==> config.mk <==
export PLATFORM = sky130hd
export DESIGN_NAME = config_table_tx
export DESIGN_NICKNAME = d
export VERILOG_FILES = /design/src/rtl/config_table_tx.sv
export SDC_FILE = /design/constraint.sdc
export NUM_CORES = 1
export LEC_CHECK = 0
export ABC_AREA = 1
export BUFFER_PORTS_ARGS = -buffer_cell sky130_fd_sc_hd__clkbuf_2
export CAP_MARGIN = 20
export CORE_UTILIZATION = 58
export CTS_CLUSTER_SIZE = 10
export DETAILED_ROUTE_END_ITERATION = 12
export HOLD_SLACK_MARGIN = 0.1
export PLACE_DENSITY = 0.79
export SLEW_MARGIN = 20
export SYNTH_ARGS = -nofsm -noshare
export SYNTH_HDL_FRONTEND = slang
export SYNTH_SLANG_ARGS = --single-unit
==> constraint.sdc <==
create_clock -name i_clk -period 2 [get_ports i_clk]
set_clock_uncertainty 0.05 [all_clocks]
set_input_delay 0.4 -clock i_clk [delete_from_list [all_inputs] [get_ports i_clk]]
set_output_delay 0.4 -clock i_clk [all_outputs]
set_load 0.02 [all_outputs]
==> src/rtl/config_table_tx.sv <==
// Configuration table transmitter: a reset-loaded table of ENTRIES words that is streamed out
// as (index, data) over valid/ready on request, while host writes may update it at any time.
module config_table_tx #(
  parameter int unsigned ENTRIES     = 4,
  parameter int unsigned WIDTH       = 10,
  parameter int unsigned RESET_VALUE = 0,
  localparam int unsigned IDXW       = (ENTRIES > 1) ? $clog2(ENTRIES) : 1
) (
  input  logic             i_clk,
  input  logic             i_rst,
  input  logic             i_start,
  input  logic             i_wr_en,
  input  logic [IDXW-1:0]  i_wr_idx,
  input  logic [WIDTH-1:0] i_wr_data,
  output logic             o_valid,
  output logic [IDXW-1:0]  o_index,
  output logic [WIDTH-1:0] o_data,
  input  logic             i_ready,
  output logic             o_busy,
  output logic             o_done
);

  localparam logic [WIDTH-1:0] RstWord = WIDTH'(RESET_VALUE);
  localparam logic [IDXW-1:0]  LastIdx = IDXW'(ENTRIES - 1);

  typedef enum logic [1:0] {
    StIdle,
    StSend,
    StDone
  } state_e;

  state_e           r_state;
  logic             r_valid;
  logic [IDXW-1:0]  r_index;
  logic [WIDTH-1:0] r_data;
  logic             r_busy;
  logic             r_done;
  logic [WIDTH-1:0] r_table [ENTRIES];

  logic             w_wr_hit;
  logic             w_last;
  logic             w_hs;
  logic [IDXW-1:0]  w_load_idx;
  logic [WIDTH-1:0] w_load_data;

  always_comb begin
    w_wr_hit   = i_wr_en && (32'(i_wr_idx) < ENTRIES);
    w_last     = (r_index == LastIdx);
    w_hs       = r_valid & i_ready;
    // Index of the word loaded on this edge: 0 when starting, else the successor.
    w_load_idx = ((r_state == StSend) && !w_last) ? r_index + IDXW'(1) : '0;
    w_load_data = r_table[w_load_idx];
    // Same-edge write to the loaded index bypasses the table.
    if (w_wr_hit && (i_wr_idx == w_load_idx)) begin
      w_load_data = i_wr_data;
    end
  end

  always_ff @(posedge i_clk or negedge i_rst) begin
    if (!i_rst) begin
      for (int unsigned i = 0; i < ENTRIES; i++) begin
        r_table[i] <= RstWord;
      end
    end else if (w_wr_hit) begin
      r_table[i_wr_idx] <= i_wr_data;
    end
  end

  always_ff @(posedge i_clk or negedge i_rst) begin
    if (!i_rst) begin
      r_state <= StIdle;
      r_valid <= 1'b0;
      r_index <= '0;
      r_data  <= '0;
      r_busy  <= 1'b0;
      r_done  <= 1'b0;
    end else begin
      case (r_state)
        StIdle: begin
          if (i_start) begin
            r_state <= StSend;
            r_valid <= 1'b1;
            r_index <= '0;
            r_data  <= w_load_data;
            r_busy  <= 1'b1;
          end
        end
        StSend: begin
          if (w_hs) begin
            if (w_last) begin
              r_state <= StDone;
              r_valid <= 1'b0;
              r_done  <= 1'b1;
            end else begin
              r_index <= w_load_idx;
              r_data  <= w_load_data;
            end
          end
        end
        StDone: begin
          r_state <= StIdle;
          r_done  <= 1'b0;
          r_busy  <= 1'b0;
        end
        default: begin
          r_state <= StIdle;
          r_valid <= 1'b0;
          r_busy  <= 1'b0;
          r_done  <= 1'b0;
        end
      endcase
    end
  end

  assign o_valid = r_valid;
  assign o_index = r_index;
  assign o_data  = r_data;
  assign o_busy  = r_busy;
  assign o_done  = r_done;

endmodule

==> key figures, run 1 <==
GRT
  – Antenna violations before repair: 0
  – First-pass GRT wire length: 11590 µm
  – Largest net degree at the start of global routing: 58
  – Vias in the first global route: 2596
  – All-Layer GR Usage: 0.2952
  – Grt ovf: 0

STA
  – Period utilisation layout: 0.8955
  – Fmax: 0.5584 GHz
  – Fin worst setup slack: 209.1 ps
  – Fin. Hold Viols: 0
  – Slew Viols, Final: 0
  – Setup_tns: 0 ps
  – Final hold slack: 276.3 ps
  – Min cycle time layout: 1791 ps
  – Final setup fails: 0
  – Least-Margin Pin Slew: 620.0 ps
  – Relative slew slack: 0.5855
  – RSZ-0062 raised after global routing: no

Logic synthesis
  – Mean Syn Cell Area: 7.670 µm²
  – Syn Inst Count: 376
  – Top cells by count, synth: nand2_1 (114), dfrtp_1 (57), inv_1 (50), o21ai_0 (43), nand3_1 (37)
  – Most common cell in the netlist: nand2_1
  – Synthesized area: 2884 µm²
  – Distinct cells, synth: 21
  – Top_reg_cell synth: dfrtp_1
  – Register area share after synthesis: 0.4946
  – #FFs+latches synth: 57
  – Yosys top cell area share: 0.4946
  – Largest area contributor in the netlist: dfrtp_1
  – Synth top area cells: dfrtp_1 (49%), nand2_1 (15%), o21ai_0 (7.5%), inv_1 (6.5%), nand3_1 (6.4%)
  – Syn_nets: 394
  – Number of synthesized flops with an enable pin: 0
  – Fraction of registers with async set/reset: 1.000
  – Synth Warn #: 0

Route
  – Final ANT Viol Nets: 0
  – Wire per inst: 13.71 µm
  – TritonRoute pass-1 iters: 4
  – First DRT Iteration DRCs: 227
  – Drt total wl: 6663 µm
  – Vias: 2541
  – Number of remaining DRC errors: 0
  – Vias per inst: 5.228

CTS
  – Clk buf depth: 2
  – Worst-Skew Late Latency: 330 ps
  – CTS Root Cell: clkbuf_8
  – CTS sink count: 57
  – H-tree depth: 3
  – Worst-path clk slew: 60 ps
  – Post-CTS setup buffer count: 0
  – TritonCTS clock tree: done
  – Number of clock buffers inserted by TritonCTS: 9

Setup path
  – CP max stage cell: dfrtp_1
  – Critical path data required time: 2170 ps
  – Worst Setup Path Type: reg -> reg
  – Worst-path cell chain: ha_1, inv_2, nand3_2, nand2_1, nand2_1, nor2_4, nand3_1, nand3_1, nand2_1
  – Worst Setup Start Kind: flop
  – Max incr delay on CP: 410 ps
  – CP Max Fanout: 5
  – Crit-path most repeated cell: nand2_1
  – Crit path capture type: flop
  – CP arrival: 1960 ps

Layout
  – FF+latch area: 1426 µm²
  – Layout fillers: 421
  – Number of antenna diodes: 0
  – Final layout net count: 432
  – Layout area overhead: 16.96%
  – Share of cells above drive strength 1: 0.1671
  – Multi-input gate area: 1181 µm²

Min path
  – Worst hold path class: in -> reg

Outcome
  – Status: finished, final reports clean

Placement
  – Pre-CTS WS: 177.4 ps
  – Buffers on Ports: 31
  – RePlAce Congestion: 0.9039
  – Post-DP HPWL: 4508 µm

Floorplan
  – Core Box Area: 4755 µm²
  – Die W: 72.52 µm
  – Cell row count: 25
  – Io pins: 32
  – Die area: 5258 µm²
  – Die span in y: 72.52 µm
  – Starting Density: 0.6066

Job
  – Max Cap Violations: 0

Pwr
  – PD cells: 837.2 nW/µm²
  – Leak pwr: 1.909 nW
  – Worst VDD drop: 0.0006005 V
## where the power goes
part / internal (W) / leakage [nW] / total, W / switching, W
sequential: 0.00128 / 0.726 / 0.00135 / 0.0000673
clock: 0.000677 / 0.107 / 0.00112 / 0.000448
combinational: 0.000144 / 1.08 / 0.000350 / 0.000207
total: 0.00210 / 1.91 / 0.00282 / 0.000721
## flip-flops by register name, indices dropped and copies added (netlist names)
name     flops
o_data      10
r_state      2
o_index      2
r_table     40
o_busy       1
o_valid      1
o_done       1
## logic make-up after synthesis
logic type | count (synthesis) | share of synthesized area
simple gates | 200 | 0.3163
buf+inv | 72 | 0.09978
compound gates | 46 | 0.08504
fa+ha+maj | 1 | 0.004338
flops | 57 | 0.4946
## per-layer routing
layer | up-vias | track usage | wire, µm
li1 | 1264 | - | -
met1 | 1168 | 0.3690 | 2763
met2 | 92 | 0.4735 | 3337
met3 | 17 | 0.06528 | 386
met4 | 0 | 0.1699 | 176
met5 | - | 0 | 0
## worst max-delay path: cells and delay by family (launching register included)
| kind | cells | cell delay [ps] |
|---|---|---|
| buf+inv | 1 | 120 |
| flops | 1 | 410 |
| fa+ha+maj | 1 | 280 |
| simple gates | 7 | 820 |
## cell usage in the layout (no fill, tap or decap)
| master | netlist | final |
|---|---|---|
| o21ai_4 | 1 | 1 |
| nand4_1 | 11 | 11 |
| clkbuf_2 | 0 | 31 |
| o21ai_0 | 43 | 43 |
| nor3_4 | 1 | 1 |
| dfrtp_1 | 57 | 57 |
| nor2_4 | 3 | 4 |
| clkbuf_1 | 12 | 2 |
| or2_1 | 1 | 1 |
| ha_1 | 1 | 1 |
| inv_2 | 3 | 4 |
| a31oi_1 | 1 | 1 |
| nand3_2 | 2 | 2 |
| clkinv_2 | 0 | 1 |
| bufinv_16 | 0 | 1 |
| o31ai_1 | 1 | 1 |
| nand3b_1 | 10 | 10 |
| nand2_1 | 114 | 114 |
| nand3_1 | 37 | 37 |
| clkbuf_8 | 0 | 12 |
| dlygate4sd3_1 | 0 | 1 |
| nor2_1 | 21 | 21 |
| buf_4 | 1 | 12 |
| inv_1 | 50 | 49 |
| buf_12 | 0 | 1 |
## worst paths after layout
kind                            cells past startpoint     endpoint  slack (ps)       start
worst max-delay path                                9    o_data[8]         210  o_index[0]
worst min-delay path                                3      o_valid         280     i_start
worst max register to register                      9    o_data[8]         210  o_index[0]
worst min register to register                      2    o_data[5]         430   o_data[5]
max in group asynchronous                           3  r_table[32]        1080       i_rst
min in group asynchronous                           3       o_busy         540       i_rst
## final cells by class
type                       count  area share
sequential                    57      0.4228
multi-input combinational    248      0.3501
timing repair buffer          45     0.08160
inverter                      53     0.05898
clock buffer                  14     0.05119
tap                           67     0.02485
clock inverter                 2     0.01039
## metrics by stage
stage          cells  cell area [µm²]  power [W]    util
3_3_place_gp     468             3144   0.001696  0.6613
5_1_grt          486             3373   0.002974  0.7095
2_1_floorplan    376             2884   0.001592       -
4_1_cts          485             3362   0.002836  0.7071
6_report         486             3373   0.002824  0.7095
3_5_place_dp     468             3144   0.001713  0.6613
## timing repair
action,in CTS,in global routing
gates resized for setup,0,2
hold endpoints to repair,57,0
hold buffers,1,0
endpoints found under the setup margin,0,6
No activity file was read; power rests on OpenSTA's default activity.
==> inputs of run 2 (changes only) <==
--- a/config.mk
+++ b/config.mk
@@ -8,11 +8,13 @@
 export ABC_AREA = 1
 export BUFFER_PORTS_ARGS = -buffer_cell sky130_fd_sc_hd__clkbuf_2
 export CAP_MARGIN = 20
-export CORE_UTILIZATION = 58
+export CELL_PAD_IN_SITES_DETAIL_PLACEMENT = 1
+export CELL_PAD_IN_SITES_GLOBAL_PLACEMENT = 2
+export CORE_UTILIZATION = 34
 export CTS_CLUSTER_SIZE = 10
 export DETAILED_ROUTE_END_ITERATION = 12
 export HOLD_SLACK_MARGIN = 0.1
-export PLACE_DENSITY = 0.79
+export PLACE_DENSITY_LB_ADDON = 0.1
 export SLEW_MARGIN = 20
 export SYNTH_ARGS = -nofsm -noshare
 export SYNTH_HDL_FRONTEND = slang
==> key figures, run 2 (synthesis results as in run 1) <==
Layout
  – Share of cells above drive strength 1: 0.1667 (-0.0003978)
  – FF+latch area: 1426 µm² (unchanged)
  – Multi-input gate area: 1170 µm² (-0.95%)
  – Largest Register: r_table
  – Layout area overhead: 18.00%
  – Layout fillers: 1047 (+150%)
  – Commonest non-fill, non-tap cell in the layout: nand2_1
  – Max reg flops: 40 (unchanged)
  – Final layout net count: 433 (+0.23%)
  – Commonest non-fill, non-tap cells in the layout: nand2_1 (114), dfrtp_1 (57), inv_1 (50)
  – Number of antenna diodes: 0 (unchanged)

GRT
  – Grt ovf: 0 (unchanged)
  – All-Layer GR Usage: 0.2067 (-0.08855)
  – Largest net degree at the start of global routing: 58 (unchanged)
  – Vias in the first global route: 2608 (+0.46%)
  – Antenna violations before repair: 0 (unchanged)
  – First-pass GRT wire length: 13350 µm (+15%)

STA
  – Setup_tns: 0 ps (unchanged)
  – Slew Viols, Final: 0 (unchanged)
  – RSZ-0062 raised after global routing: no
  – Fin. Hold Viols: 0 (unchanged)
  – Fmax: 0.5507 GHz (-1.4%)
  – Final setup fails: 0 (unchanged)
  – Relative slew slack: 0.7202 (+0.1347)
  – Min cycle time layout: 1816 ps (+25.05 ps)
  – Least-Margin Pin Slew: 418.0 ps (-202.0 ps)
  – Period utilisation layout: 0.9080 (+0.01253)

CTS
  – CTS sink count: 57 (unchanged)
  – Hold_buf cts: 1 (unchanged)
  – Worst-path clk slew: 70 ps (about the same)
  – Post-CTS sizing: 0 (unchanged)
  – Post-CTS setup buffer count: 0 (unchanged)
  – Clk buf depth: 2 (unchanged)
  – TritonCTS clock tree: done
  – Worst-Skew Late Latency: 340 ps (about the same)
  – Number of clock buffers inserted by TritonCTS: 9 (unchanged)
  – CTS Root Cell: clkbuf_8
  – H-tree depth: 3 (unchanged)

Pwr
  – Power, Total: 0.002683 W (-5.0%)
  – PD cells: 788.3 nW/µm² (-5.8%)
  – Leak pwr: 1.908 nW (about the same)
  – Worst VDD drop: 0.0003977 V (-34%)

Min path
  – Worst hold path class: in -> reg

Floorplan
  – Die span in y: 94.10 µm (+30%)
  – Core Box Area: 8217 µm² (+73%)
  – Die area: 8855 µm² (+68%)
  – Die W: 94.10 µm (+30%)
  – Cell row count: 33 (+32%)
  – Io pins: 32 (unchanged)
  – Starting Density: 0.3510 (-0.2556)

Setup path
  – CP max stage cell: dfrtp_1
  – Worst Setup Start Kind: flop
  – Worst-path cell chain: ha_1, inv_1, buf_4, nand4_1, nand2_1, inv_1, nand3_2, nand2_1, nand3_1, nand2_1
  – Crit-path most repeated cell: nand2_1
  – CP arrival: 2000 ps (+40 ps)
  – Crit path capture type: flop
  – Worst Setup Path Type: reg -> reg
  – Critical path data required time: 2180 ps (about the same)
  – CP Max Fanout: 11 (+6)
  – Max incr delay on CP: 400 ps (about the same)

Placement
  – Buffers on Ports: 31 (unchanged)
  – Post-DP HPWL: 5479 µm (+22%)
  – RePlAce Congestion: 0.7389 (-18%)

Route
  – Vias: 2539 (-0.079%)
  – Final ANT Viol Nets: 0 (unchanged)
  – TritonRoute pass-1 iters: 4 (unchanged)
  – Vias per inst: 4.836 (-7.5%)
  – First DRT Iteration DRCs: 105 (-54%)
  – Wire per inst: 14.97 µm (+9.2%)
  – Number of remaining DRC errors: 0 (unchanged)
  – Drt total wl: 7859 µm (+18%)

Outcome
  – Status: finished, final reports clean

Job
  – Max Cap Violations: 0 (unchanged)
## run 2: cell count changes in the layout (fill, tap and decap cells not counted)
| cell | delta |
|---|---|
| clkinv_2 | +2 |
| buf_12 | +1 |
| buf_4 | +1 |
| bufinv_16 | -1 |
| clkbuf_8 | -1 |
| inv_1 | +1 |
| inv_2 | -1 |
| nor2_4 | -1 |
## run 2: where the power goes
part | internal, W | switching [W]
sequential | 0.00128 | 0.0000632
clock | 0.000512 | 0.000468
combinational | 0.000144 | 0.000214
## run 2: layout make-up
type                       count  area share
clock buffer                  13     0.04669
clock inverter                 3    0.004412
inverter                      53     0.05846
multi-input combinational    247      0.3437
sequential                    57      0.4191
tap                          105     0.03860
timing repair buffer          47     0.08897
## run 2: per-layer routing
metal  routed length, µm  share of wire  up-vias  GRT usage
met1                3651           0.46     1227     0.2545
met4                 116          0.015        0    0.08077
li1                    -              -     1269          -
met2                3852           0.49       33     0.3589
met3                 239          0.030       10    0.03398
met5                   0              0        -          0
## run 2: stage by stage
stage | cells | util | worst slack (ps) | cell area [µm²] | hold WS [ps]
2_1_floorplan | 376 | - | 276.4 | 2884 | 54.41
6_report | 525 | 0.4142 | 184.0 | 3403 | 301.4
3_3_place_gp | 508 | 0.3918 | 175.7 | 3219 | 389.1
4_1_cts | 525 | 0.4142 | 169.7 | 3403 | 288.5
3_5_place_dp | 508 | 0.3918 | 185.4 | 3219 | 385.5
5_1_grt | 525 | 0.4142 | 25.81 | 3403 | 316.5
## run 2: worst paths after layout
path                            startpoint  cells past startpoint  slack, ps          end
worst max-delay path            o_index[1]                     10        180    o_data[8]
worst min-delay path               i_start                      3        300      o_valid
worst max register to register  o_index[1]                     10        180    o_data[8]
worst min register to register  r_table[7]                      2        430   r_table[7]
max in group asynchronous            i_rst                      3       1080  r_table[15]
min in group asynchronous            i_rst                      3        550  r_table[21]
## run 2: worst max-delay path, delay by kind of cell (launching register included)
| kind | cells | cell delay (ps) |
|---|---|---|
| adder cells (fa/ha/maj) | 1 | 240 |
| flip-flops | 1 | 400 |
| AND/OR/NAND/NOR | 6 | 640 |
| buffers and inverters | 3 | 370 |
